<file path="src/rtl/spi_shadow_reg_bank_pkg.sv">
// Shared types and helpers for the SPI register-bank receivers.
// Contents:
//   spi_state_t  - receiver FSM states (IDLE, SHIFT, DONE)
//   spi_dbg_t    - debug snapshot of the receiver (state, synced pins, bit count)
//   frame_width  - address + data bits in one SPI frame
//   cnt_width    - bit-counter width able to hold a full frame length
package spi_shadow_reg_bank_pkg;

    typedef enum logic [1:0] {
        IDLE  = 2'd0,
        SHIFT = 2'd1,
        DONE  = 2'd2
    } spi_state_t;

    typedef struct packed {
        spi_state_t  state;
        logic        sclk;
        logic        ss_n;
        logic [7:0]  count;
    } spi_dbg_t;

    function automatic int unsigned frame_width(input int unsigned addr_w,
                                                input int unsigned data_w);
        return addr_w + data_w;
    endfunction

    // Counter must represent the value FRAME_W itself, hence the +1.
    function automatic int unsigned cnt_width(input int unsigned frame_w);
        return $clog2(frame_w + 1);
    endfunction

endpackage

</file>
<file path="src/rtl/spi_shadow_reg_bank_if.sv">
// SPI pin bundle between a host (master) and the register bank (slave).
// Signals:
//   spi_sclk  - SPI clock, mode 0: data is sampled on the rising edge
//   spi_mosi  - serial data, MSB first
//   spi_ss_n  - frame select, active low
// Frame protocol: the host pulls spi_ss_n low, presents each bit on spi_mosi
// while spi_sclk is low and raises spi_sclk once per bit; a frame is
// ADDR_W+DATA_W bits. Releasing spi_ss_n before the last bit aborts the frame.
// Extra bits after a full frame are ignored. Between frames spi_ss_n stays high
// for at least SYNC_STAGES+2 receiver clocks. There is no back-pressure.
interface spi_shadow_reg_bank_if;
    logic spi_sclk;
    logic spi_mosi;
    logic spi_ss_n;

    modport master (output spi_sclk, output spi_mosi, output spi_ss_n);
    modport slave  (input  spi_sclk, input  spi_mosi, input  spi_ss_n);
endinterface

</file>
<file path="src/rtl/spi_shadow_reg_bank_sync_edge.sv">
// Multi-flop synchroniser with rising-edge detector for one asynchronous pin.
// Ports:
//   clk, rst_n - receiver clock, synchronous active-low reset
//   d_i        - asynchronous input pin
//   sync_o     - synchronised level (SYNC_STAGES clk of latency)
//   rise_o     - high for one clk when sync_o goes 0 -> 1
// The chain resets to IDLE_VAL so that leaving reset never produces a
// spurious edge on a pin sitting at its idle level.
module spi_shadow_reg_bank_sync_edge #(
    parameter int unsigned SYNC_STAGES = 2,
    parameter logic        IDLE_VAL    = 1'b0
) (
    input  logic clk,
    input  logic rst_n,
    input  logic d_i,
    output logic sync_o,
    output logic rise_o
);

    logic [SYNC_STAGES-1:0] chain_q;
    logic                   prev_q;

    always_ff @(posedge clk) begin
        if (!rst_n) begin
            chain_q <= {SYNC_STAGES{IDLE_VAL}};
            prev_q  <= IDLE_VAL;
        end else begin
            chain_q <= {chain_q[SYNC_STAGES-2:0], d_i};
            prev_q  <= chain_q[SYNC_STAGES-1];
        end
    end

    assign sync_o = chain_q[SYNC_STAGES-1];
    assign rise_o = sync_o & ~prev_q;

endmodule

</file>
<file path="src/rtl/spi_shadow_reg_bank.sv">
// SPI-slave register bank with frame-synchronous double-buffered commit.
// Ports:
//   clk, rst_n    - pixel clock, synchronous active-low reset
//   spi           - SPI pins (slave modport), asynchronous to clk
//   vblank        - clk-domain vertical-blank level
//   regs_out      - active registers, reg i at [i*DATA_W +: DATA_W]
//   pending       - per-register "staged write awaiting commit"
//   commit_pulse  - 1-clk strobe when staged values are copied to active
//   frame_err     - 1-clk strobe: ss_n released before a full frame
//   addr_err      - 1-clk strobe: full frame addressed a missing register
//   dbg_o         - receiver state, synced sclk/ss_n and bit count
// A frame is ADDR_W address bits then DATA_W data bits, both MSB first.
// With COMMIT_VBLANK=1 writes land in staging and move to the active set on
// the next vblank rise; with COMMIT_VBLANK=0 they move one clk after decode.
module spi_shadow_reg_bank
    import spi_shadow_reg_bank_pkg::*;
#(
    parameter int unsigned       ADDR_W        = 4,
    parameter int unsigned       DATA_W        = 16,
    parameter int unsigned       NUM_REGS      = 8,
    parameter int unsigned       SYNC_STAGES   = 2,
    parameter bit                COMMIT_VBLANK = 1'b1,
    parameter logic [DATA_W-1:0] RESET_VAL     = '0
) (
    input  logic                         clk,
    input  logic                         rst_n,
    spi_shadow_reg_bank_if.slave         spi,
    input  logic                         vblank,
    output logic [NUM_REGS*DATA_W-1:0]   regs_out,
    output logic [NUM_REGS-1:0]          pending,
    output logic                         commit_pulse,
    output logic                         frame_err,
    output logic                         addr_err,
    output spi_dbg_t                     dbg_o
);

    localparam int unsigned FRAME_W = frame_width(ADDR_W, DATA_W);
    localparam int unsigned CNT_W   = cnt_width(FRAME_W);

    // ---------------- pin synchronisers ----------------
    logic sclk_s, sclk_rise;
    logic ss_s, ss_rise;
    logic [SYNC_STAGES-1:0] mosi_sync_q;
    logic mosi_s;

    spi_shadow_reg_bank_sync_edge #(.SYNC_STAGES(SYNC_STAGES), .IDLE_VAL(1'b0)) u_sclk_sync (
        .clk(clk), .rst_n(rst_n), .d_i(spi.spi_sclk), .sync_o(sclk_s), .rise_o(sclk_rise)
    );

    spi_shadow_reg_bank_sync_edge #(.SYNC_STAGES(SYNC_STAGES), .IDLE_VAL(1'b1)) u_ss_sync (
        .clk(clk), .rst_n(rst_n), .d_i(spi.spi_ss_n), .sync_o(ss_s), .rise_o(ss_rise)
    );

    // Same depth as the sclk chain so data and its clock edge stay aligned.
    always_ff @(posedge clk) begin
        if (!rst_n) begin
            mosi_sync_q <= '0;
        end else begin
            mosi_sync_q <= {mosi_sync_q[SYNC_STAGES-2:0], spi.spi_mosi};
        end
    end
    assign mosi_s = mosi_sync_q[SYNC_STAGES-1];

    // ---------------- receiver FSM ----------------
    spi_state_t          state_q, state_d;
    logic [CNT_W-1:0]    cnt_q;
    logic [FRAME_W-1:0]  shift_q;
    logic                frame_start, shift_en, frame_last, frame_abort;
    logic [FRAME_W-1:0]  frame_word;
    logic [ADDR_W-1:0]   frame_addr;
    logic [DATA_W-1:0]   frame_data;
    logic                addr_ok;

    always_ff @(posedge clk) begin
        if (!rst_n) begin
            state_q <= IDLE;
        end else begin
            state_q <= state_d;
        end
    end

    always_comb begin
        state_d = state_q;
        unique case (state_q)
            IDLE:    if (frame_start) state_d = SHIFT;
            SHIFT:   if (frame_abort) state_d = IDLE;
                     else if (frame_last) state_d = DONE;
            DONE:    if (ss_s) state_d = IDLE;
            default: state_d = IDLE;
        endcase
    end

    // In SHIFT the select was low on entry, so a high level appears as a rise.
    always_comb begin
        frame_start = (state_q == IDLE) && !ss_s;
        frame_abort = (state_q == SHIFT) && ss_rise;
        shift_en    = (state_q == SHIFT) && !ss_rise && sclk_rise;
        frame_last  = shift_en && (cnt_q == CNT_W'(FRAME_W - 1));
    end

    // Decode looks at the word including the bit arriving this cycle.
    assign frame_word = {shift_q[FRAME_W-2:0], mosi_s};
    assign frame_addr = frame_word[FRAME_W-1 -: ADDR_W];
    assign frame_data = frame_word[DATA_W-1:0];
    assign addr_ok    = (32'(frame_addr) < NUM_REGS);

    always_ff @(posedge clk) begin
        if (!rst_n) begin
            cnt_q   <= '0;
            shift_q <= '0;
        end else if (frame_start) begin
            cnt_q   <= '0;
            shift_q <= '0;
        end else if (shift_en) begin
            cnt_q   <= cnt_q + 1'b1;
            shift_q <= frame_word;
        end
    end

    // ---------------- staging / commit ----------------
    logic [DATA_W-1:0]   staging_q [NUM_REGS];
    logic [DATA_W-1:0]   active_q  [NUM_REGS];
    logic [NUM_REGS-1:0] pending_q;
    logic [NUM_REGS-1:0] write_vec;
    logic                vb_now_q, vb_prev_q, vb_rise;
    logic                commit_en;
    logic                commit_pulse_q, frame_err_q, addr_err_q;

    assign vb_rise   = vb_now_q & ~vb_prev_q;
    // Immediate mode commits any pending register on the very next clk.
    assign commit_en = COMMIT_VBLANK ? vb_rise : 1'b1;

    always_comb begin
        write_vec = '0;
        for (int i = 0; i < int'(NUM_REGS); i++) begin
            write_vec[i] = frame_last && addr_ok && (frame_addr == ADDR_W'(i));
        end
    end

    always_ff @(posedge clk) begin
        if (!rst_n) begin
            for (int i = 0; i < int'(NUM_REGS); i++) begin
                staging_q[i] <= RESET_VAL;
                active_q[i]  <= RESET_VAL;
            end
            pending_q      <= '0;
            vb_now_q       <= 1'b0;
            vb_prev_q      <= 1'b0;
            commit_pulse_q <= 1'b0;
            frame_err_q    <= 1'b0;
            addr_err_q     <= 1'b0;
        end else begin
            vb_now_q  <= vblank;
            vb_prev_q <= vb_now_q;
            for (int i = 0; i < int'(NUM_REGS); i++) begin
                // Commit copies the old staged value; a write in the same cycle
                // replaces staging and keeps its pending bit for the next commit.
                if (commit_en && pending_q[i]) begin
                    active_q[i] <= staging_q[i];
                end
                if (write_vec[i]) begin
                    staging_q[i] <= frame_data;
                end
                pending_q[i] <= write_vec[i] | (pending_q[i] & ~commit_en);
            end
            commit_pulse_q <= COMMIT_VBLANK ? vb_rise : |pending_q;
            frame_err_q    <= frame_abort;
            addr_err_q     <= frame_last && !addr_ok;
        end
    end

    // ---------------- outputs ----------------
    for (genvar g = 0; g < int'(NUM_REGS); g++) begin : g_out
        assign regs_out[g*DATA_W +: DATA_W] = active_q[g];
    end

    assign pending      = pending_q;
    assign commit_pulse = commit_pulse_q;
    assign frame_err    = frame_err_q;
    assign addr_err     = addr_err_q;

    always_comb begin
        dbg_o       = '0;
        dbg_o.state = state_q;
        dbg_o.sclk  = sclk_s;
        dbg_o.ss_n  = ss_s;
        dbg_o.count = 8'(cnt_q);
    end

endmodule

</file>
<file path="src/flat_wrapper.sv">
// flat-port wrapper written by rule: the top's interface ports become plain ports
module spi_shadow_reg_bank_flat import spi_shadow_reg_bank_pkg::*;
#(
    parameter int unsigned       ADDR_W        = 4,
    parameter int unsigned       DATA_W        = 16,
    parameter int unsigned       NUM_REGS      = 8,
    parameter int unsigned       SYNC_STAGES   = 2,
    parameter bit                COMMIT_VBLANK = 1'b1,
    parameter logic [DATA_W-1:0] RESET_VAL     = '0
)
  (clk, rst_n, vblank, regs_out, pending, commit_pulse, frame_err, addr_err, dbg_o, spi_spi_sclk, spi_spi_mosi, spi_spi_ss_n);
  spi_shadow_reg_bank_if spi_i ();
  input  logic clk;
  input  logic rst_n;
  input  logic vblank;
  output logic [NUM_REGS*DATA_W-1:0] regs_out;
  output logic [NUM_REGS-1:0] pending;
  output logic commit_pulse;
  output logic frame_err;
  output logic addr_err;
  output spi_dbg_t dbg_o;
  input wire logic [$bits(spi_i.spi_sclk)-1:0] spi_spi_sclk;
  input wire logic [$bits(spi_i.spi_mosi)-1:0] spi_spi_mosi;
  input wire logic [$bits(spi_i.spi_ss_n)-1:0] spi_spi_ss_n;
  assign spi_i.spi_sclk = spi_spi_sclk;
  assign spi_i.spi_mosi = spi_spi_mosi;
  assign spi_i.spi_ss_n = spi_spi_ss_n;
  spi_shadow_reg_bank #(.ADDR_W(ADDR_W), .DATA_W(DATA_W), .NUM_REGS(NUM_REGS), .SYNC_STAGES(SYNC_STAGES), .COMMIT_VBLANK(COMMIT_VBLANK), .RESET_VAL(RESET_VAL)) u_core (.clk(clk), .rst_n(rst_n), .spi(spi_i), .vblank(vblank), .regs_out(regs_out), .pending(pending), .commit_pulse(commit_pulse), .frame_err(frame_err), .addr_err(addr_err), .dbg_o(dbg_o));
endmodule
</file>
<file path="config.mk">
export PLATFORM = sky130hd
export DESIGN_NAME = spi_shadow_reg_bank_flat
export DESIGN_NICKNAME = d
export VERILOG_FILES = /design/src/rtl/spi_shadow_reg_bank_pkg.sv /design/src/rtl/spi_shadow_reg_bank_if.sv /design/src/rtl/spi_shadow_reg_bank_sync_edge.sv /design/src/rtl/spi_shadow_reg_bank.sv /design/src/flat_wrapper.sv
export SDC_FILE = /design/constraint.sdc
export NUM_CORES = 1
export LEC_CHECK = 0
export ABC_CLOCK_PERIOD_IN_PS = 2050
export CORE_ASPECT_RATIO = 1.25
export CORE_MARGIN = 3
export CORE_UTILIZATION = 49
export DETAILED_ROUTE_END_ITERATION = 7
export GPL_ROUTABILITY_DRIVEN = 0
export HOLD_SLACK_MARGIN = 0.08
export PLACE_DENSITY = 0.76
export SETUP_SLACK_MARGIN = 0.5
export SLEW_MARGIN = 20
export SYNTH_ARGS = -nofsm -noshare
export SYNTH_HDL_FRONTEND = slang
export SYNTH_SLANG_ARGS = --single-unit
</file>
<file path="constraint.sdc">
create_clock -name clk -period 2.05 [get_ports clk]
set_input_delay 0.205 -clock clk [delete_from_list [all_inputs] [get_ports clk]]
set_output_delay 0.205 -clock clk [all_outputs]
set_load 0.02 [all_outputs]
</file>
After elaboration in Yosys (flattened, before gate mapping)

Memories as Yosys holds them, arrays and structs flattened.
Index checks and enable logic that the tools add are counted.

Register bits: 47
Bits in latches: 0
Memory bits (writable): 256
Bits in read-only memories: 0
Word-level logic and storage cells: 171
Memories kept: 2

Memory list:

| name             | depth | bits a word | read ports | clocked after Yosys merged registers in | wr ports | RTL line                   | source |
|---|---|---|---|---|---|---|---|
| u_core.active_q  | 8     | 16          | 8          | 0                                       | 8        | spi_shadow_reg_bank.sv:122 | `logic [DATA_W-1:0] active_q [NUM_REGS];` |
| u_core.staging_q | 8     | 16          | 8          | 0                                       | 8        | spi_shadow_reg_bank.sv:121 | `logic [DATA_W-1:0] staging_q [NUM_REGS];` |

$add $sub $neg: 1
Multipliers: 0
Divide/modulo/power cells: 0
Order comparisons: 1
Equality and inequality tests: 13
Shifts and indexed selects: 0
Muxes and demuxes: 70
Bitwise gates (word level): 40
Reduce and logical (&&, ||, !) cells: 30

Operator list:

| operator                                               | number |
|---|---|
| two-way mux 16 bit                                     | 16 |
| two-way mux 1 bit                                      | 49 |
| bitwise OR 1 bit                                       | 24 |
| logical AND 1 bit                                      | 23 |
| equality test 4 x 3 -> 1 bit (second input constant)   | 4 |
| bitwise AND 1 bit                                      | 11 |
| equality test 4 x 2 -> 1 bit (second input constant)   | 2 |
| two-way mux 2 bit                                      | 4 |
| case mux 2 bit (3 select lines)                        | 1 |
| adder 5 x 1 -> 5 bit (second input constant)           | 1 |
| equality test 5 bit (second input constant)            | 1 |
| inverter 1 bit                                         | 5 |
| equality test 4 x 1 -> 1 bit (second input constant)   | 1 |
| zero test 4 bit                                        | 1 |
| less-than comparator 4 bit (second input constant)     | 1 |
| zero test 1 bit                                        | 3 |
| inequality test 3 x 1 -> 1 bit (second input constant) | 1 |
| AND reduction 3 bit                                    | 1 |
| equality test 2 x 1 -> 1 bit (second input constant)   | 1 |
| equality test 2 bit (second input constant)            | 1 |
| zero test 2 bit                                        | 1 |
| inequality test 2 x 1 -> 1 bit (second input constant) | 1 |
| inequality test 2 bit (second input constant)          | 1 |
| OR reduction 2 bit                                     | 1 |

Depth between registers and ports, before layout

Depth in word-level cells: 12
Depth in mapped cells: 6
Depth with buffers taken out: 5

By module

Synthesis repeated with hierarchy kept, for this count alone.

Cells, all modules: 808
Area total of the unflattened synthesis: 11484.8 um^2

By module, submodules not included:

| module                        | times used | cells each | area each (um^2) |
|---|---|---|---|
| spi_shadow_reg_bank           | 1          | 794        | 11299.6 |
| spi_shadow_reg_bank_sync_edge | 2          | 7          | 92.6 |

Worst setup path after synthesis

No wires, ideal clock.

Path kind: register to register
Start point: reg u_core.cnt_q[0]
End point: mem u_core.staging_q[4][0] (netlist: u_core.staging_q[1][0]), enable pin
Library setup time: 372 ps
Arrival time: 1807 ps
Data required time: 1678 ps
Setup slack: -128 ps
Cell stages (with the launch flop): 6
Buffers on the path: 0
Clock period less this slack: 2178 ps
Cell sequence: dfxtp_1 -> ha_1 -> nand2_2 -> nor3_1 -> nand3_4 -> nand2_1

RTL lines:

| element                | RTL line                   | source |
|---|---|---|
| from (decl)            | spi_shadow_reg_bank.sv:66  | `logic [CNT_W-1:0] cnt_q;` |
| from (signal assigned) | spi_shadow_reg_bank.sv:115 | `cnt_q <= cnt_q + 1'b1;` |
| to (decl)              | spi_shadow_reg_bank.sv:121 |  |

==> results.toml <==
[outcome]
status = "completed"

[worst_setup_path]
r2r_end = "u_core.staging_q[1][29]"
crit_required_ns = 2.29
worst_r2r_startpoint = "u_core.cnt_q[3]"
path_cells = "nor4b_4 -> buf_6 -> nand3_4 -> nand2_8"
start_kind = "flip-flop"
r2r_cells = 4
criticalPathCategory = "reg2reg"
endpoint_kind = "flip-flop"
rrSetupSlack_ns = 0.39
crit_path_max_fanout = 8
crit_path_top_delay_cell = "dfxtp_2"
worst_ep_arrival_time_ns = 1.90
slowest_delay_ns = 0.39

[floorplan]
dieArea_um2 = 24700
io_pins = 157
start_util_pct = 50.0
core-area_um2 = 22400
rows = 61
die_w_um = 141
dieHeight_um = 175

[synthesis]
yosys.cell_types.count = 38
yosys_warnings = 0
syn_area_per_cell_um2 = 14.1
synth.cell_area_um2 = 11200
synth.yosys.seq_area_share_pct = 77.1
synth_seq_cells = 303
syn_inst = 791

[clocking]
clock_path_buffers = 3
cts_tree = "done"
cts-buffers-inserted = 27
clk_pin_slew_worst_paths_ns = 0.07
clock-root-buffer = "clkbuf_16"
htree_num_levels = 1
clock-sinks = 303
clk_latency_ns = 0.53

[global_route]
grt_pass1_vias = 6648
grt_pass1_wl_um = 38400
grt_max_degree = 45
overflow = 0
grtUsageTotal_pct = 20.3
grt_antenna_before_repair = 0

[placed_design]
hpwl_um = 16400
dp_cells = 1197
portBuffers = 153

[detailed_routing]
routed_wl_um = 26000
wl_per_cell_um = 20.3
drt_pass1_iterations = 5
viasPerCell = 5.34
drtIter0Drc = 710
route.detailed.drc = 0
vias = 6855
drtAntennaViolNets = 0

[layout]
drive_above_1_share_pct = 19.8
regArea_um2 = 8650
final_common_cell = "edfxtp_1"
final_cell_mix = "edfxtp_1, dlygate4sd2_1, and2_1"
final_cell_count_no_fill = 1283
multi_input_area_um2 = 3040
nets = 987
area_growth_pct = 32.6
n_fill_cell = 1516
antenna_cells = 0

[power]
p_leak_nw = 5.62
power_density_nw_per_um2 = 870
switching_share_pct = 20.4
clkPwrFrac_pct = 41.6
seqPwrFrac_pct = 54.0
ir_worst_vdd_v = 0.000787
p_switching_mw = 2.64
p_int_mw = 10.3
power_frac_comb_pct = 4.4

[sta]
finalCritPeriodShare_pct = 81.0
clock_skew_ns = 0.00974
fmax_mhz = 602
maxSlewViolCount = 0
tightest_slew_ns = 0.535
slew_headroom_pct = 64.3
fin_crit_ns = 1.66
rsz0062_at_grt = "true"
setup_viol = 0
finalHoldViolCount = 0
finalHoldWorstSlack_ns = 0.142
setup-tns-final_ns = 0

[worst_hold_path]
hold_depth = 2
min_from = "rst_n"
hp-class = "in2reg"
holdPathEnd = "u_core.staging_q[1][8]"

[run]
maxCapViolCount = 0
==> worst max path at each step <==
stage                      startpoint                       to  slack [ns]  cells past startpoint
floorplan             u_core.cnt_q[2]   u_core.staging_q[1][0]        0.31                      4
global placement                rst_n  u_core.staging_q[0][26]        0.24                      5
detailed placement              rst_n  u_core.staging_q[0][14]        0.17                      5
CTS                 u_core.state_q[1]  u_core.staging_q[0][36]        0.45                      6
global route        u_core.state_q[1]  u_core.staging_q[1][28]        0.34                      6
finish                u_core.cnt_q[3]  u_core.staging_q[1][29]        0.39                      4
==> what timing repair did <==
item,4_1_cts,5_1_grt
gates resized for setup,209,58
gates cloned,11,3
setup buffers,18,2
hold buffers,3,0
setup endpoints to repair,499,301
pin swaps,20,9
hold endpoints to repair,3,0
==> cell type report <==
cell class	count	area share (%)
inverter	17	0.430
sequential	303	58.3
clock buffer	34	5.00
timing repair buffer	190	12.0
clock inverter	15	1.42
tap	283	2.39
multi-input combinational	441	20.5
==> power groups by stage <==
stage | Clock, mW | Combinational [mW] | Sequential [mW]
finish | 5.37 | 0.568 | 6.97
global route | 5.66 | 0.603 | 6.99
CTS | 5.40 | 0.565 | 6.97
detailed placement | 0 | 0.586 | 7.11
global placement | 0 | 0.578 | 7.11
floorplan | 0 | 0.177 | 7.21
==> flip-flops by register name, summed over array words and instances, names as in the netlist <==
register                    cells
u_core.active_q               128
u_core.staging_q              128
u_core.shift_q                 19
u_core.pending                  8
u_core.cnt_q                    5
u_core.mosi_sync_q              2
u_core.state_q                  2
u_core.u_sclk_sync.chain_q      2
u_core.u_ss_sync.chain_q        2
u_core.addr_err                 1
u_core.commit_pulse             1
u_core.frame_err                1
u_core.u_sclk_sync.prev_q       1
u_core.u_ss_sync.prev_q         1
u_core.vb_now_q                 1
u_core.vb_prev_q                1
==> critical path: cells and delay by family (launching register included) <==
family | cells | cell delay, ns
buf+inv | 1 | 0.25
flops | 1 | 0.39
simple gates | 3 | 0.72
==> metal layers <==
layer,vias to the layer above,global-route usage (%),share of wire [%]
met2,359,34.5,52
met4,0,9.13,3.6
li1,3109,-,-
met3,57,3.53,8.2
met1,3330,25.5,36
met5,-,0,0
==> stage by stage <==
| stage | worst slack [ns] | total power [mW] | cell area (µm²) | utilization (%) |
|---|---|---|---|---|
| floorplan | 0.306 | 7.38 | 11400 | - |
| global placement | 0.236 | 7.69 | 13200 | 59.0 |
| detailed placement | 0.173 | 7.69 | 13200 | 59.0 |
| CTS | 0.446 | 12.9 | 14600 | 65.3 |
| global route | 0.338 | 13.3 | 14800 | 66.4 |
| finish | 0.390 | 12.9 | 14800 | 66.4 |
==> kinds of logic after synthesis <==
| logic type | share of synthesized area [%] |
|---|---|
| AOI/OAI and AO/OA | 1.52 |
| xor gates and xnor gates | 0.313 |
| adders and majority gates | 0.112 |
| buffers and inverters | 2.49 |
| DFF | 77.1 |
| other | 0.0335 |
| and+or+nand+nor | 18.4 |
==> synth_stat cells, drive strengths merged <==
library cell | count | area (µm²)
a41o | 1 | 10.0
nand3 | 10 | 67.6
xor2 | 3 | 26.3
nand2b | 5 | 31.3
xnor2 | 1 | 8.76
dfxtp | 47 | 941
and2 | 135 | 845
nor4b | 2 | 38.8
nand4 | 3 | 18.8
o31ai | 1 | 7.51
inv | 17 | 63.8
ha | 1 | 12.5
edfxtp | 256 | 7690
clkbuf | 19 | 71.3
nor2 | 87 | 327
and2b | 1 | 7.51
nor3 | 19 | 145
conb | 1 | 3.75
nand2 | 113 | 444
nor3b | 4 | 46.3
nor4 | 2 | 12.5
a21oi | 28 | 144
or3 | 1 | 6.26
buf | 22 | 144
a2111oi | 1 | 8.76
nand4b | 1 | 8.76
and3 | 10 | 62.6
No activity file was read; power rests on OpenSTA's default activity.
